==> src/rtl/frame_feature_extractor_pkg.sv <==
// ============================================================================
// Module : frame_feature_extractor_pkg
// Brief  : Shared types and constants for the frame feature extractor.
// Rev    : 1.0 - initial release
// ============================================================================
`default_nettype none

package frame_feature_extractor_pkg;

    typedef enum logic [1:0] {
        ST_IDLE   = 2'd0,
        ST_ACCUM  = 2'd1,
        ST_DIVIDE = 2'd2,
        ST_REPORT = 2'd3
    } state_t;

    localparam int         MEAN_W    = 8;
    localparam int         DIV_ITERS = 8;
    localparam logic [7:0] MIN_INIT  = 8'hFF;
    localparam logic [7:0] MAX_INIT  = 8'h00;

endpackage

`default_nettype wire

==> src/rtl/feat_seq_divider.sv <==
// ============================================================================
// Module : feat_seq_divider
// Brief  : Restoring divider, one quotient bit per cycle MSB first, 8-cycle latency.
// Rev    : 1.0 - initial release
// ============================================================================
`default_nettype none

module feat_seq_divider
    import frame_feature_extractor_pkg::*;
#(
    parameter int SUM_W = 24,
    parameter int CNT_W = 16
)(
    input  logic              clk,
    input  logic              rst_n,
    input  logic              i_start,
    input  logic [SUM_W-1:0]  i_dividend,
    input  logic [CNT_W-1:0]  i_divisor,
    output logic              o_done,
    output logic [MEAN_W-1:0] o_quotient
);

    localparam int TW = ((SUM_W > CNT_W) ? SUM_W : CNT_W) + MEAN_W + 1;
    localparam int KW = $clog2(DIV_ITERS);

    logic [TW-1:0]     r_rem, w_rem_in, w_shift, w_rem_nxt;
    logic [CNT_W-1:0]  r_dsr, w_dsr;
    logic [KW-1:0]     r_k, w_k;
    logic [MEAN_W-1:0] r_quo;
    logic              r_busy, r_done, r_sat, w_ge, w_sat;

    // The first iteration runs straight off the operands on the start edge.
    always_comb begin
        w_rem_in  = i_start ? TW'(i_dividend) : r_rem;
        w_dsr     = i_start ? i_divisor : r_dsr;
        w_k       = i_start ? KW'(DIV_ITERS - 1) : r_k;
        w_shift   = TW'(w_dsr) << w_k;
        w_ge      = (w_rem_in >= w_shift);
        w_rem_nxt = w_ge ? (w_rem_in - w_shift) : w_rem_in;
        w_sat     = (TW'(i_dividend) >= (TW'(i_divisor) << MEAN_W));
    end

    always_ff @(posedge clk or negedge rst_n) begin
        if (!rst_n) begin
            r_rem  <= '0;
            r_dsr  <= '0;
            r_k    <= '0;
            r_quo  <= '0;
            r_busy <= 1'b0;
            r_done <= 1'b0;
            r_sat  <= 1'b0;
        end else begin
            r_done <= 1'b0;
            if (i_start) begin
                r_busy <= 1'b1;
                r_rem  <= w_rem_nxt;
                r_dsr  <= i_divisor;
                r_k    <= KW'(DIV_ITERS - 2);
                r_quo  <= {w_ge, {(MEAN_W-1){1'b0}}};
                r_sat  <= w_sat;
            end else if (r_busy) begin
                r_rem      <= w_rem_nxt;
                r_quo[r_k] <= w_ge;
                if (r_k == '0) begin
                    r_busy <= 1'b0;
                    r_done <= 1'b1;
                end else begin
                    r_k <= r_k - 1'b1;
                end
            end
        end
    end

    // A saturated sum can exceed 255 * count; clamp instead of wrapping.
    assign o_done     = r_done;
    assign o_quotient = r_sat ? {MEAN_W{1'b1}} : r_quo;

endmodule

`default_nettype wire

==> src/rtl/frame_feature_extractor.sv <==
// ============================================================================
// Module : frame_feature_extractor
// Brief  : Per-frame pixel statistics with valid/ready result port.
//          Define FEAT_HIST_EN to add the 4-bin histogram outputs hist0..hist3.
// Rev    : 1.0 - initial release
// ============================================================================
`default_nettype none

module frame_feature_extractor
    import frame_feature_extractor_pkg::*;
#(
    parameter int CNT_W = 16,
    parameter int SUM_W = CNT_W + 8
)(
    input  logic             clk,
    input  logic             rst_n,
    input  logic [7:0]       pixel_in,
    input  logic             pixel_valid,
    input  logic             frame_start,
    input  logic             frame_done,
    input  logic [7:0]       threshold,
    input  logic             feat_ready,
    output logic             feat_valid,
    output logic [CNT_W-1:0] pix_count,
    output logic [CNT_W-1:0] bright_count,
    output logic [7:0]       pix_min,
    output logic [7:0]       pix_max,
    output logic [7:0]       pix_mean,
    output logic             overflow,
    output logic             frame_dropped,
    output logic             busy
`ifdef FEAT_HIST_EN
    ,
    output logic [CNT_W-1:0] hist0,
    output logic [CNT_W-1:0] hist1,
    output logic [CNT_W-1:0] hist2,
    output logic [CNT_W-1:0] hist3
`endif
);

    state_t            r_state, w_state_n;
    logic [CNT_W-1:0]  r_cnt, r_bcnt, w_cnt_n, w_bcnt_n;
    logic [SUM_W-1:0]  r_sum, w_sum_n;
    logic [SUM_W:0]    w_sum_add;
    logic [7:0]        r_min, r_max, r_thr, w_min_n, w_max_n, w_thr_n;
    logic              r_ovf, w_ovf_n, r_div_start;
    logic              w_clear, w_count, w_hs, w_drop_set, w_div_done;
    logic [MEAN_W-1:0] w_quot;

    logic [CNT_W-1:0]  r_o_cnt, r_o_bcnt;
    logic [7:0]        r_o_min, r_o_max, r_o_mean;
    logic              r_o_ovf, r_o_valid, r_o_drop;

`ifdef FEAT_HIST_EN
    logic [CNT_W-1:0]  r_hacc [4];
    logic [CNT_W-1:0]  w_hacc_n [4];
    logic [CNT_W-1:0]  r_o_hist [4];
`endif

    assign w_clear    = frame_start && (r_state == ST_IDLE || r_state == ST_ACCUM);
    assign w_count    = pixel_valid && (r_state == ST_ACCUM || w_clear);
    assign w_hs       = r_o_valid && feat_ready;
    assign w_drop_set = frame_start && (r_state != ST_IDLE);

    // Clear-then-count lets a pixel on the frame_start cycle land in the new frame.
    always_comb begin
        w_thr_n   = w_clear ? threshold : r_thr;
        w_cnt_n   = w_clear ? '0 : r_cnt;
        w_bcnt_n  = w_clear ? '0 : r_bcnt;
        w_sum_n   = w_clear ? '0 : r_sum;
        w_min_n   = w_clear ? MIN_INIT : r_min;
        w_max_n   = w_clear ? MAX_INIT : r_max;
        w_ovf_n   = w_clear ? 1'b0 : r_ovf;
        w_sum_add = {1'b0, w_sum_n} + (SUM_W+1)'(pixel_in);
`ifdef FEAT_HIST_EN
        for (int b = 0; b < 4; b++) w_hacc_n[b] = w_clear ? '0 : r_hacc[b];
`endif
        if (w_count) begin
            if (&w_cnt_n) w_ovf_n = 1'b1;
            else          w_cnt_n = w_cnt_n + 1'b1;
            if (pixel_in >= w_thr_n) begin
                if (&w_bcnt_n) w_ovf_n  = 1'b1;
                else           w_bcnt_n = w_bcnt_n + 1'b1;
            end
            if (w_sum_add[SUM_W]) begin
                w_sum_n = '1;
                w_ovf_n = 1'b1;
            end else begin
                w_sum_n = w_sum_add[SUM_W-1:0];
            end
            if (pixel_in < w_min_n) w_min_n = pixel_in;
            if (pixel_in > w_max_n) w_max_n = pixel_in;
`ifdef FEAT_HIST_EN
            if (&w_hacc_n[pixel_in[7:6]]) w_ovf_n = 1'b1;
            else w_hacc_n[pixel_in[7:6]] = w_hacc_n[pixel_in[7:6]] + 1'b1;
`endif
        end
    end

    always_comb begin
        w_state_n = r_state;
        case (r_state)
            ST_IDLE:   if (frame_start) w_state_n = ST_ACCUM;
            ST_ACCUM:  if (!frame_start && frame_done) w_state_n = ST_DIVIDE;
            ST_DIVIDE: if (w_div_done) w_state_n = ST_REPORT;
            ST_REPORT: if (w_hs) w_state_n = ST_IDLE;
            default:   w_state_n = ST_IDLE;
        endcase
    end

    feat_seq_divider #(
        .SUM_W (SUM_W),
        .CNT_W (CNT_W)
    ) u_div (
        .clk        (clk),
        .rst_n      (rst_n),
        .i_start    (r_div_start),
        .i_dividend (r_sum),
        .i_divisor  (r_cnt),
        .o_done     (w_div_done),
        .o_quotient (w_quot)
    );

    always_ff @(posedge clk or negedge rst_n) begin
        if (!rst_n) begin
            r_state     <= ST_IDLE;
            r_cnt       <= '0;
            r_bcnt      <= '0;
            r_sum       <= '0;
            r_min       <= MIN_INIT;
            r_max       <= MAX_INIT;
            r_thr       <= '0;
            r_ovf       <= 1'b0;
            r_div_start <= 1'b0;
            r_o_cnt     <= '0;
            r_o_bcnt    <= '0;
            r_o_min     <= '0;
            r_o_max     <= '0;
            r_o_mean    <= '0;
            r_o_ovf     <= 1'b0;
            r_o_valid   <= 1'b0;
            r_o_drop    <= 1'b0;
`ifdef FEAT_HIST_EN
            for (int b = 0; b < 4; b++) begin
                r_hacc[b]   <= '0;
                r_o_hist[b] <= '0;
            end
`endif
        end else begin
            r_state     <= w_state_n;
            r_cnt       <= w_cnt_n;
            r_bcnt      <= w_bcnt_n;
            r_sum       <= w_sum_n;
            r_min       <= w_min_n;
            r_max       <= w_max_n;
            r_thr       <= w_thr_n;
            r_ovf       <= w_ovf_n;
            r_div_start <= (r_state == ST_ACCUM) && (w_state_n == ST_DIVIDE);
`ifdef FEAT_HIST_EN
            for (int b = 0; b < 4; b++) r_hacc[b] <= w_hacc_n[b];
`endif
            if (r_state == ST_DIVIDE && w_div_done) begin
                r_o_valid <= 1'b1;
                r_o_cnt   <= r_cnt;
                r_o_bcnt  <= r_bcnt;
                r_o_ovf   <= r_ovf;
                r_o_mean  <= (r_cnt == '0) ? 8'h00 : w_quot;
                r_o_min   <= (r_cnt == '0) ? 8'h00 : r_min;
                r_o_max   <= (r_cnt == '0) ? 8'h00 : r_max;
`ifdef FEAT_HIST_EN
                for (int b = 0; b < 4; b++) r_o_hist[b] <= r_hacc[b];
`endif
            end else if (w_hs) begin
                r_o_valid <= 1'b0;
            end
            if (w_drop_set)  r_o_drop <= 1'b1;
            else if (w_hs)   r_o_drop <= 1'b0;
        end
    end

    assign feat_valid    = r_o_valid;
    assign pix_count     = r_o_cnt;
    assign bright_count  = r_o_bcnt;
    assign pix_min       = r_o_min;
    assign pix_max       = r_o_max;
    assign pix_mean      = r_o_mean;
    assign overflow      = r_o_ovf;
    assign frame_dropped = r_o_drop;
    assign busy          = (r_state != ST_IDLE);
`ifdef FEAT_HIST_EN
    assign hist0 = r_o_hist[0];
    assign hist1 = r_o_hist[1];
    assign hist2 = r_o_hist[2];
    assign hist3 = r_o_hist[3];
`endif

endmodule

`default_nettype wire

==> config.mk <==
export PLATFORM = sky130hd
export DESIGN_NAME = frame_feature_extractor
export DESIGN_NICKNAME = d
export VERILOG_FILES = /design/src/rtl/frame_feature_extractor_pkg.sv /design/src/rtl/feat_seq_divider.sv /design/src/rtl/frame_feature_extractor.sv
export SDC_FILE = /design/constraint.sdc
export NUM_CORES = 1
export LEC_CHECK = 0
export CORE_ASPECT_RATIO = 0.75
export CORE_MARGIN = 2
export CORE_UTILIZATION = 59
export CTS_BUF_LIST = sky130_fd_sc_hd__clkbuf_4
export DETAILED_ROUTE_END_ITERATION = 10
export PLACE_DENSITY = 0.81
export SYNTH_ARGS = -nofsm -noshare
export SYNTH_HDL_FRONTEND = slang
export SYNTH_SLANG_ARGS = --single-unit
==> constraint.sdc <==
create_clock -name clk -period 4.75 [get_ports clk]
set_clock_uncertainty 0.2 [all_clocks]
set_input_delay 0.7125 -clock clk [delete_from_list [all_inputs] [get_ports clk]]
set_output_delay 0.7125 -clock clk [all_outputs]
set_load 0.02 [all_outputs]
==> results of run 1 <==
synth_stat cells, types with 12 or more instances:
master,count
mux2i_1,61
nor4_1,14
xnor2_1,48
nor2_1,97
o21ai_0,86
clkbuf_1,45
a31oi_1,18
a21oi_1,58
a21o_1,19
o21ai_1,12
inv_1,51
a22o_1,18
dfrtp_1,198
mux2_2,57
nand4_1,17
ha_1,74
and2_1,12
xor2_1,13
nand2_1,182
nor3_1,27
nand3_1,34
metal layers:
metal  track usage [%]  routed length, um  vias up
met5                 0                  0        -
met4              7.39                460        0
met3              6.34               2730       39
met2              44.1              13600      410
met1              43.6              14500     4979
li1                  -                  -     4862
sequential cells by signal (all words and copies together) (netlist names), 2 cells and up:
name / flops
r_thr: 8
u_div.r_quo: 8
u_div.r_k: 3
r_max: 8
pix_min: 8
r_cnt: 16
r_min: 8
bright_count: 16
r_sum: 24
u_div.r_rem: 33
pix_count: 16
pix_mean: 8
pix_max: 8
r_state: 2
u_div.r_dsr: 16
r_bcnt: 16
timing repair:
action / in CTS / in global routing
hold buffers: 1 / 0
endpoints found under the setup margin: 0 / 6
buffers inserted: 0 / 2
resized for setup: 0 / 1
endpoints found under the hold margin: 80 / 0
kinds of logic (layout without fill, tap and decap cells):
kind of cell             count (synthesis)  after routing  share of synthesized area [%]
other                                    0              1                              0
adder cells (fa/ha/maj)                 76             76                           7.93
flip-flops                             206            206                           42.4
AND/OR/NAND/NOR                        456            456                           17.7
XOR/XNOR                                61             61                           4.38
multiplexers                           118            118                           10.3
buffers and inverters                  108            257                           3.54
AO/OA/AOI/OAI                          269            269                           13.8
report_power, final:
| group | switching, uW | internal, uW |
|---|---|---|
| clock network | 769 | 816 |
| logic | 2190 | 1610 |
| registers | 331 | 2200 |
| total | 3290 | 4630 |
path summary, 6_finish.rpt:
check / start / end / slack [ps] / cells past startpoint
max: u_div.r_k[0] / u_div.r_rem[28] / 260 / 18
min: pix_mean[5] / pix_mean[5] / 260 / 2
max reg2reg: u_div.r_k[0] / u_div.r_rem[28] / 260 / 18
min reg2reg: pix_mean[5] / pix_mean[5] / 260 / 2
max in group asynchronous: rst_n / pix_min[0] / 2930 / 3
min in group asynchronous: rst_n / pix_min[4] / 440 / 2
critical path: stages, from the launching register on:
cell and delay (ps):
dfrtp_1 480, inv_1 170, nand2_1 110, buf_4 240, mux2i_1 340, nor2_1 70
a31oi_1 200, nor2_1 90, mux2i_1 340, ha_1 300, and3_1 230, nand2_1 60
a21o_1 210, a211oi_1 300, or2_2 360, nand4_1 140, buf_4 190, o311ai_1 240
nand2_1 80
cell usage in the layout, fill, tap and decap left out, types with 51 or more instances in the layout:
| cell | count |
|---|---|
| o21ai_0 | 85 |
| mux2i_1 | 61 |
| a21oi_1 | 58 |
| clkdlybuf4s50_1 | 80 |
| inv_1 | 51 |
| mux2_2 | 57 |
| ha_1 | 74 |
| clkbuf_4 | 72 |
| nand2_1 | 182 |
| dfrtp_1 | 197 |
| nor2_1 | 97 |
cell type report:
class	instances	area (sq um)	area share, %
inverter	52	195	1.39
antenna	1	2.50	0.0178
sequential	206	5170	36.8
clock buffer	72	541	3.85
timing repair buffer	112	1070	7.65
multi-input combinational	980	6590	47.0
clock inverter	21	145	1.03
tap	258	323	2.30
metrics by stage:
| stage | worst slack [ps] | cell area, sq um | cells | utilization (%) | hold slack, ps |
|---|---|---|---|---|---|
| after floorplan | 532 | 12200 | 1294 | - | 217 |
| after global placement | 389 | 13300 | 1605 | 65.8 | 250 |
| after detailed placement | 154 | 13300 | 1605 | 65.8 | 255 |
| after CTS | 220 | 14000 | 1699 | 69.2 | 271 |
| after global routing | 27.0 | 14000 | 1702 | 69.3 | 285 |
| final | 257 | 14000 | 1702 | 69.3 | 264 |
==> impl_results.md, run 1 <==
- CTS Root Cell: clkbuf_4
- DP HPWL: ~23 mm
- Port Buffer Count: 81
- Leading area contributor after synthesis: dfrtp_1
- Unique masters post-synth: 72
- CTS Sinks: 206
- Synth Flop Type: dfrtp_1
- Fmax: roughly 0.22 GHz
- Total power per unit cell area: about 560 nW/um^2
- DR iter-0 viols: 910
- GRT Util Overall: between 20% and 30%
- Ports: between 80 and 90
- Slew HR: between 30% and 40%
- Minimum clock period: ~4500 ps
- Core footprint: between 20000 and 25000 sq um
- Row count: between 40 and 50
- Synth Area per Inst: ~9.4 sq um
- WP data arrival: 4850 ps
- Max Cap Viol: 0
- CP Class: flop to flop
- Clock latency on the worst-skew pair: 680 ps
- Total Routed Length: approximately 31 mm
- Global-route wire length before repair: 51.2 mm
- Worst path required time: between 5000 and 6000 ps
- Hold Fails Final Rpt: 0
- Starting Density: between 60% and 70%
- Vias in the first global route: 9866
- Synthesis-stage register bit count: 206
- P_leak: 0.00639 uW
- Period utilization: between 90% and 100%
- Synth top area share: 40.7%
- Detailed Routing Iterations Pass 1: 5
- Synth top area cells: dfrtp_1 (41%), ha_1 (7.6%), nand2_1 (5.6%)
- Total power: approximately 8000 uW
- Gr ovfl total: 0
- Total Nets Final: ~1500
- Max-slew violation count: 0
- Final Setup Violations: 0
- Setup crit end kind: flop
- Synth Cell Area: about 12000 sq um
- CTS tree: built
- Via-per-instance ratio: ~6
- Detailed-route DRC error count: 0
- Ys Warns: 0
- Post-synth EDFFs: 0
- Wire length per cell after detailed routing: between 15 and 20 um
- Fillers: 1560
- Status: finished, final reports clean
- RSZ-0062 raised after global routing: no
- Total die area: ~22000 sq um
- Maximum vdd drop: approximately 0.00032 V
- Htree depth: 2
- Die width: ~170 um
- Largest net degree at the start of global routing: 90
- Worst-Margin Slew: around 920 ps
- Post-synthesis sequential area ratio: a little over two fifths
- Layout cells sized above 1: ~14%
- Clock Tree Buf Depth: 3
- Die H: 128 um
- Worst Path Max Fanout: 13
- Initial antenna violation count: 1
- Final setup TNS: 0 ps
- GPL Wtd Cong: just over 0.9
- Crit path launch type: flop
- Mapped Nets: between 1000 and 1500
- Vias: about 10000
- Worst hold path type: flop to flop
- Area Overhead vs Synth: 15.2%
- ANT nets after route: 0
- Syn Inst Count: ~1300
- Clock transition at path regs: approximately 80 ps
- CTS Buf Count: ~50
- Ys async rst share: 100%
Power figures use the tool's default switching activity.
==> run 2: changes to the inputs <==
- CORE_MARGIN: 2 -> 4
==> impl_results.md, run 2 (synthesis gave the netlist of run 1 again) <==
- Status: finished, final reports clean (unchanged)
- Gr ovfl total: 0 (unchanged)
- Most frequent cells in the layout: dfrtp_1 (197), nand2_1 (182), nor2_1 (97) (unchanged)
- Max Cap Viol: 0 (unchanged)
- Worst path max stage delay: 480 ps (about the same)
- Clock latency on the worst-skew pair: 690 ps (was 680 ps)
- DP Area: 13300 sq um (about the same)
- Final setup TNS: 0 ps (unchanged)
- DP HPWL: 22.6 mm (was 22.7 mm)
- Die width: 174 um (was 170 um)
- Port Buffer Count: 81 (unchanged)
- P_leak: 0.00635 uW (was 0.00639 uW)
- RSZ-0062 raised after global routing: no (unchanged)
- CTS Buf Count: 51 (unchanged)
- Global-route wire length before repair: 51.3 mm (was 51.2 mm)
- Period utilization: 91.6% (was 94.6%)
- Largest Register: u_div.r_rem (unchanged)
- Die H: 132 um (was 128 um)
- Most common cell after layout, fill and taps aside: dfrtp_1 (unchanged)
- Largest net degree at the start of global routing: 116 (was 90)
- Worst-Margin Slew: 903 ps (was 921 ps)
- Maximum vdd drop: 0.000330 V (was 0.000319 V)
- Htree depth: 2 (unchanged)
- Layout cells sized above 1: 13.2% (was 13.6%)
- Worst path required time: 5080 ps (was 5110 ps)
- Crit path launch type: flop (unchanged)
- Register area: 5170 sq um (unchanged)
- GPL Wtd Cong: 0.950 (was 0.921)
- Row count: 45 (unchanged)
- CTS tree: built (unchanged)
- Critical path's slowest cell: dfrtp_1 (unchanged)
- CTS Root Cell: clkbuf_4 (unchanged)
- GRT Util Overall: 26.8% (was 29.4%)
- DR iter-0 viols: 925 (was 910)
- Minimum clock period: 4350 ps (was 4490 ps)
- ANT nets after route: 0 (unchanged)
- Multi-input combinational cell area: 6590 sq um (unchanged)
- Starting Density: 60.1% (unchanged)
- Clock Tree Buf Depth: 3 (unchanged)
- Hold Fails Final Rpt: 0 (unchanged)
- Vias: 10314 (was 10290)
- Total Routed Length: 31.2 mm (was 31.3 mm)
- Total power per unit cell area: 560 nW/um^2 (was 564 nW/um^2)
- Fmax: 0.230 GHz (was 0.223 GHz)
- Core footprint: 20300 sq um (unchanged)
- Worst hold path type: flop to flop (unchanged)
- Post-layout util: 69.0% (was 69.3%)
- Clock transition at path regs: 70 ps (was 80 ps)
- CP Class: flop to flop (unchanged)
- Total die area: 23000 sq um (was 21800 sq um)
- Cell area after layout: 14000 sq um (about the same)
- Wire length per cell after detailed routing: 18.4 um (about the same)
- Detailed-route DRC error count: 0 (unchanged)
- Ports: 82 (unchanged)
- Via-per-instance ratio: 6.08 (was 6.05)
- Area Overhead vs Synth: 14.7% (was 15.2%)
- Critical path buffer and inverter count: 3 (unchanged)
- Total Nets Final: 1500 (was 1501)
- Setup crit end kind: flop (unchanged)
- Critical path cell sequence: inv_1, nand2_1, buf_4, mux2i_1, mux2i_1, mux2i_1, ha_1, a21oi_1, o21ai_0, a221oi_1, a31oi_1, o31ai_2, nand4_1, buf_4, o311ai_1, nand2_1 (was inv_1, nand2_1, buf_4, mux2i_1, nor2_1, a31oi_1, nor2_1, mux2i_1, ha_1, and3_1, nand2_1, a21o_1, a211oi_1, or2_2, nand4_1, buf_4, o311ai_1, nand2_1)
- CTS Sinks: 206 (unchanged)
- Initial antenna violation count: 0 (was 1)
- WP data arrival: 4680 ps (was 4850 ps)
- Max-slew violation count: 0 (unchanged)
- Detailed Routing Iterations Pass 1: 5 (unchanged)
- Worst Path Max Fanout: 14 (was 13)
- Final Setup Violations: 0 (unchanged)
- Largest regs: u_div.r_rem: 33 flops, r_sum: 24 flops (unchanged)
- Most frequent CP cell: mux2i_1 (was nand2_1)
- Max FFs per register: 33 (unchanged)
- Slew HR: 39.8% (was 37.8%)
- Crit path max-delay family: compound AO/OA/AOI/OAI gates (was simple AND/OR/NAND/NOR gates)
- Fillers: 1548 (was 1560)
- Gates resized, CTS repair: 0 (unchanged)
- Ant. Diodes: 0 (was 1)
- Vias in the first global route: 10082 (was 9866)
-- run 2: cell types whose count changed in the layout (fill, tap and decap cells not counted), sizes merged --
| cell | previous run | this run |
|---|---|---|
| clkinv | 19 | 16 |
| clkbuf | 73 | 71 |
| buf | 30 | 29 |
| bufinv | 2 | 1 |
| clkinvlp | 0 | 1 |
| diode | 1 | 0 |
-- run 2: final cells by class --
type | count | area share (%)
multi-input cells | 980 | 47.2
flip-flops and latches | 206 | 37.0
repair buffers | 111 | 7.64
clock buffers | 70 | 3.76
well taps | 258 | 2.31
inverters | 52 | 1.40
clock inverters | 18 | 0.770
-- run 2: metal layers --
metal / wire, um / vias up / global-route usage (%)
met4: 532 / 0 / 7.30
met2: 13500 / 477 / 39.9
met1: 14300 / 4937 / 40.1
met5: 0 / - / 0
li1: - / 4845 / -
met3: 2890 / 55 / 5.77
-- run 2: worst register-to-register path, cell delays in order, from the launching register on --
cell,delay [ps]
dfrtp_1,480
inv_1,110
nand2_1,130
buf_4,270
mux2i_1,300
mux2i_1,140
mux2i_1,270
ha_1,360
a21oi_1,190
o21ai_0,160
a221oi_1,370
a31oi_1,210
o31ai_2,410
nand4_1,130
buf_4,180
o311ai_1,220
nand2_1,90
-- run 2: worst paths after layout --
path                               from               to  slack, ps  cells after the start
max in group asynchronous         rst_n   u_div.r_rem[6]       2790                      3
min in group asynchronous         rst_n  bright_count[8]        520                      2
setup reg to reg           u_div.r_k[0]  u_div.r_rem[28]        400                     16
hold / removal              pix_mean[4]      pix_mean[4]        260                      2
hold reg to reg             pix_mean[4]      pix_mean[4]        260                      2
setup / recovery           u_div.r_k[0]  u_div.r_rem[28]        400                     16
-- run 2: report_power, final --
| group | switching [uW] | internal [uW] | leakage, uW | total (uW) |
|---|---|---|---|---|
| clock | 750 | 739 | 0.000374 | 1490 |
| sequential | 299 | 2200 | 0.00269 | 2500 |
| combinational | 2230 | 1610 | 0.00329 | 3840 |
| total | 3280 | 4550 | 0.00635 | 7830 |
-- run 2: repair_timing --
item / in CTS / in global routing
endpoints found under the hold margin: 83 / 0
setup buffers: 0 / 2
setup endpoints to repair: 0 / 1
hold buffers: 1 / 0
-- run 2: metrics by stage --
stage | total power (uW) | std cells | hold WS [ps] | setup WS (ps)
finish | 7830 | 1695 | 264 | 397
floorplan | 5230 | 1294 | 217 | 532
detailed placement | 6280 | 1604 | 255 | 235
global route | 8420 | 1695 | 290 | 134
CTS | 7790 | 1693 | 269 | 362
global placement | 6160 | 1604 | 249 | 389
==> run 3: changes to the inputs <==
- SETUP_SLACK_MARGIN: default -> 0.4
==> impl_results.md, run 3 (synthesis gave the netlist of run 1 again) <==
- Status: finished, final reports clean (unchanged)
- Max FFs per register: 33 (unchanged)
- Core footprint: 20300 sq um (unchanged)
- CP Class: flop to flop (unchanged)
- Detailed Routing Iterations Pass 1: 6 (was 5)
- Post-layout util: 69.3% (was 69.0%)
- Largest net degree at the start of global routing: 116 (unchanged)
- Die H: 132 um (unchanged)
- FF-to-FF Start: r_div_start (was u_div.r_k[0])
- Clock latency on the worst-skew pair: 690 ps (about the same)
- CP startpoint: r_div_start (was u_div.r_k[0])
- Total die area: 23000 sq um (unchanged)
- Hold Fails Final Rpt: 0 (unchanged)
- Gr ovfl total: 0 (unchanged)
- CTS Root Cell: clkbuf_4 (unchanged)
- Period utilization: 88.1% (was 91.6%)
- Starting Density: 60.1% (unchanged)
- Row count: 45 (unchanged)
- P_leak: 0.00637 uW (was 0.00635 uW)
- DP HPWL: 22.6 mm (unchanged)
- Clock Tree Buf Depth: 3 (unchanged)
- Ports: 82 (unchanged)
- Post-Place Cells: 1604 (unchanged)
- Worst reg2reg path depth: 14 (was 16)
- Max Cap Viol: 0 (unchanged)
- Worst-Margin Slew: 901 ps (was 903 ps)
- GRT Util Overall: 26.8% (unchanged)
- Total Routed Length: 31.6 mm (was 31.2 mm)
- ANT nets after route: 0 (unchanged)
- Worst Path Max Fanout: 23 (was 14)
- Via-per-instance ratio: 6.10 (was 6.08)
- FF-to-FF setup slack: 570 ps (was 400 ps)
- Ant. Diodes: 0 (unchanged)
- Vias in the first global route: 10083 (was 10082)
- Largest Register: u_div.r_rem (unchanged)
- Worst hold path type: flop to flop (unchanged)
- Htree depth: 2 (unchanged)
- Vias: 10347 (was 10314)
- Worst path required time: 5080 ps (about the same)
- Maximum vdd drop: 0.000333 V (was 0.000330 V)
- Fin cells: 1697 (was 1695)
- Detailed-route DRC error count: 0 (unchanged)
- Initial antenna violation count: 0 (unchanged)
- Worst flop-to-flop path endpoint: u_div.r_rem[28] (unchanged)
- Most common cell after layout, fill and taps aside: dfrtp_1 (unchanged)
- Final setup TNS: 0 ps (unchanged)
- RSZ-0062 raised after global routing: no (unchanged)
- CTS tree: built (unchanged)
- Clock transition at path regs: 70 ps (about the same)
- WP data arrival: 4510 ps (was 4680 ps)
- Worst setup endpoint: u_div.r_rem[28] (unchanged)
- Total power: 7890 uW (was 7830 uW)
- Largest regs: u_div.r_rem: 33 flops, r_sum: 24 flops (unchanged)
- Most frequent cells in the layout: dfrtp_1 (196), nand2_1 (181), nor2_1 (97) (was dfrtp_1 (197), nand2_1 (182), nor2_1 (97))
- Crit path launch type: flop (unchanged)
- Slew HR: 39.9% (was 39.8%)
- Global-route wire length before repair: 51.3 mm (unchanged)
- Layout cells sized above 1: 13.8% (was 13.2%)
- CTS Buf Count: 51 (unchanged)
- Setup crit end kind: flop (unchanged)
- Max-slew violation count: 0 (unchanged)
- Area Overhead vs Synth: 15.2% (was 14.7%)
- Total power per unit cell area: 562 nW/um^2 (was 560 nW/um^2)
- Port Buffer Count: 81 (unchanged)
- Die width: 174 um (unchanged)
- Final Setup Violations: 0 (unchanged)
- CTS Sinks: 206 (unchanged)
- DR iter-0 viols: 1042 (was 925)
- Wire length per cell after detailed routing: 18.6 um (was 18.4 um)
- Fmax: 0.239 GHz (was 0.230 GHz)
- Minimum clock period: 4180 ps (was 4350 ps)
- Total Nets Final: 1502 (was 1500)
- GPL Wtd Cong: 0.950 (unchanged)
-- run 3: critical path: stages (launching register included) --
cell      delay [ps]
dfrtp_2          410
buf_12           190
mux2_2           360
mux2i_1          240
mux2i_1          150
mux2i_1          260
ha_2             380
a21oi_1          200
o21ai_1          160
a221oi_2         320
a31oi_1          200
o31ai_2          350
nand4_1          240
o311ai_1         280
nand2_1           90
-- run 3: final cells by class --
class                      count  area (sq um)
multi-input combinational    980          6620
fill                        1544          6230
sequential                   206          5170
timing repair buffer         113          1100
clock buffer                  70           526
tap                          258           323
inverter                      52           195
clock inverter                18           108
-- run 3: repair_timing --
item | 4_1_cts | 5_1_grt
endpoints found under the setup margin | 1 | 14
hold buffers | 1 | 0
gates cloned | 0 | 1
resized for setup | 0 | 11
hold endpoints to repair | 83 | 0
setup buffers | 2 | 1
pin swaps | 1 | 2
-- run 3: report_power, final --
group	internal, uW	switching [uW]
registers	2200	303
logic	1630	2270
clock network	739	749
total	4570	3320
-- run 3: worst min-delay path by stage --
stage | startpoint | to | slack [ps] | depth (start not counted)
floorplan | rst_n | bright_count[0] | 220 | 0
global placement | pix_mean[4] | pix_mean[4] | 250 | 2
detailed placement | pix_mean[0] | pix_mean[0] | 250 | 2
CTS | pix_mean[4] | pix_mean[4] | 270 | 2
global route | pix_mean[2] | pix_mean[2] | 290 | 2
finish | pix_mean[4] | pix_mean[4] | 260 | 2
-- run 3: per-stage QoR --
stage	hold slack, ps	cell area [sq um]	setup slack (ps)
3_3_place_gp	249	13300	389
3_5_place_dp	255	13300	235
2_1_floorplan	217	12200	532
4_1_cts	269	14000	469
5_1_grt	290	14000	403
6_report	264	14000	565
-- run 3: per-layer routing --
layer | vias to the layer above | GRT usage (%) | part of all wire [%]
met5 | - | 0 | 0
met4 | 0 | 7.30 | 1.8
met1 | 4974 | 40.1 | 46
met2 | 470 | 39.9 | 43
li1 | 4846 | - | -
met3 | 57 | 5.77 | 8.9
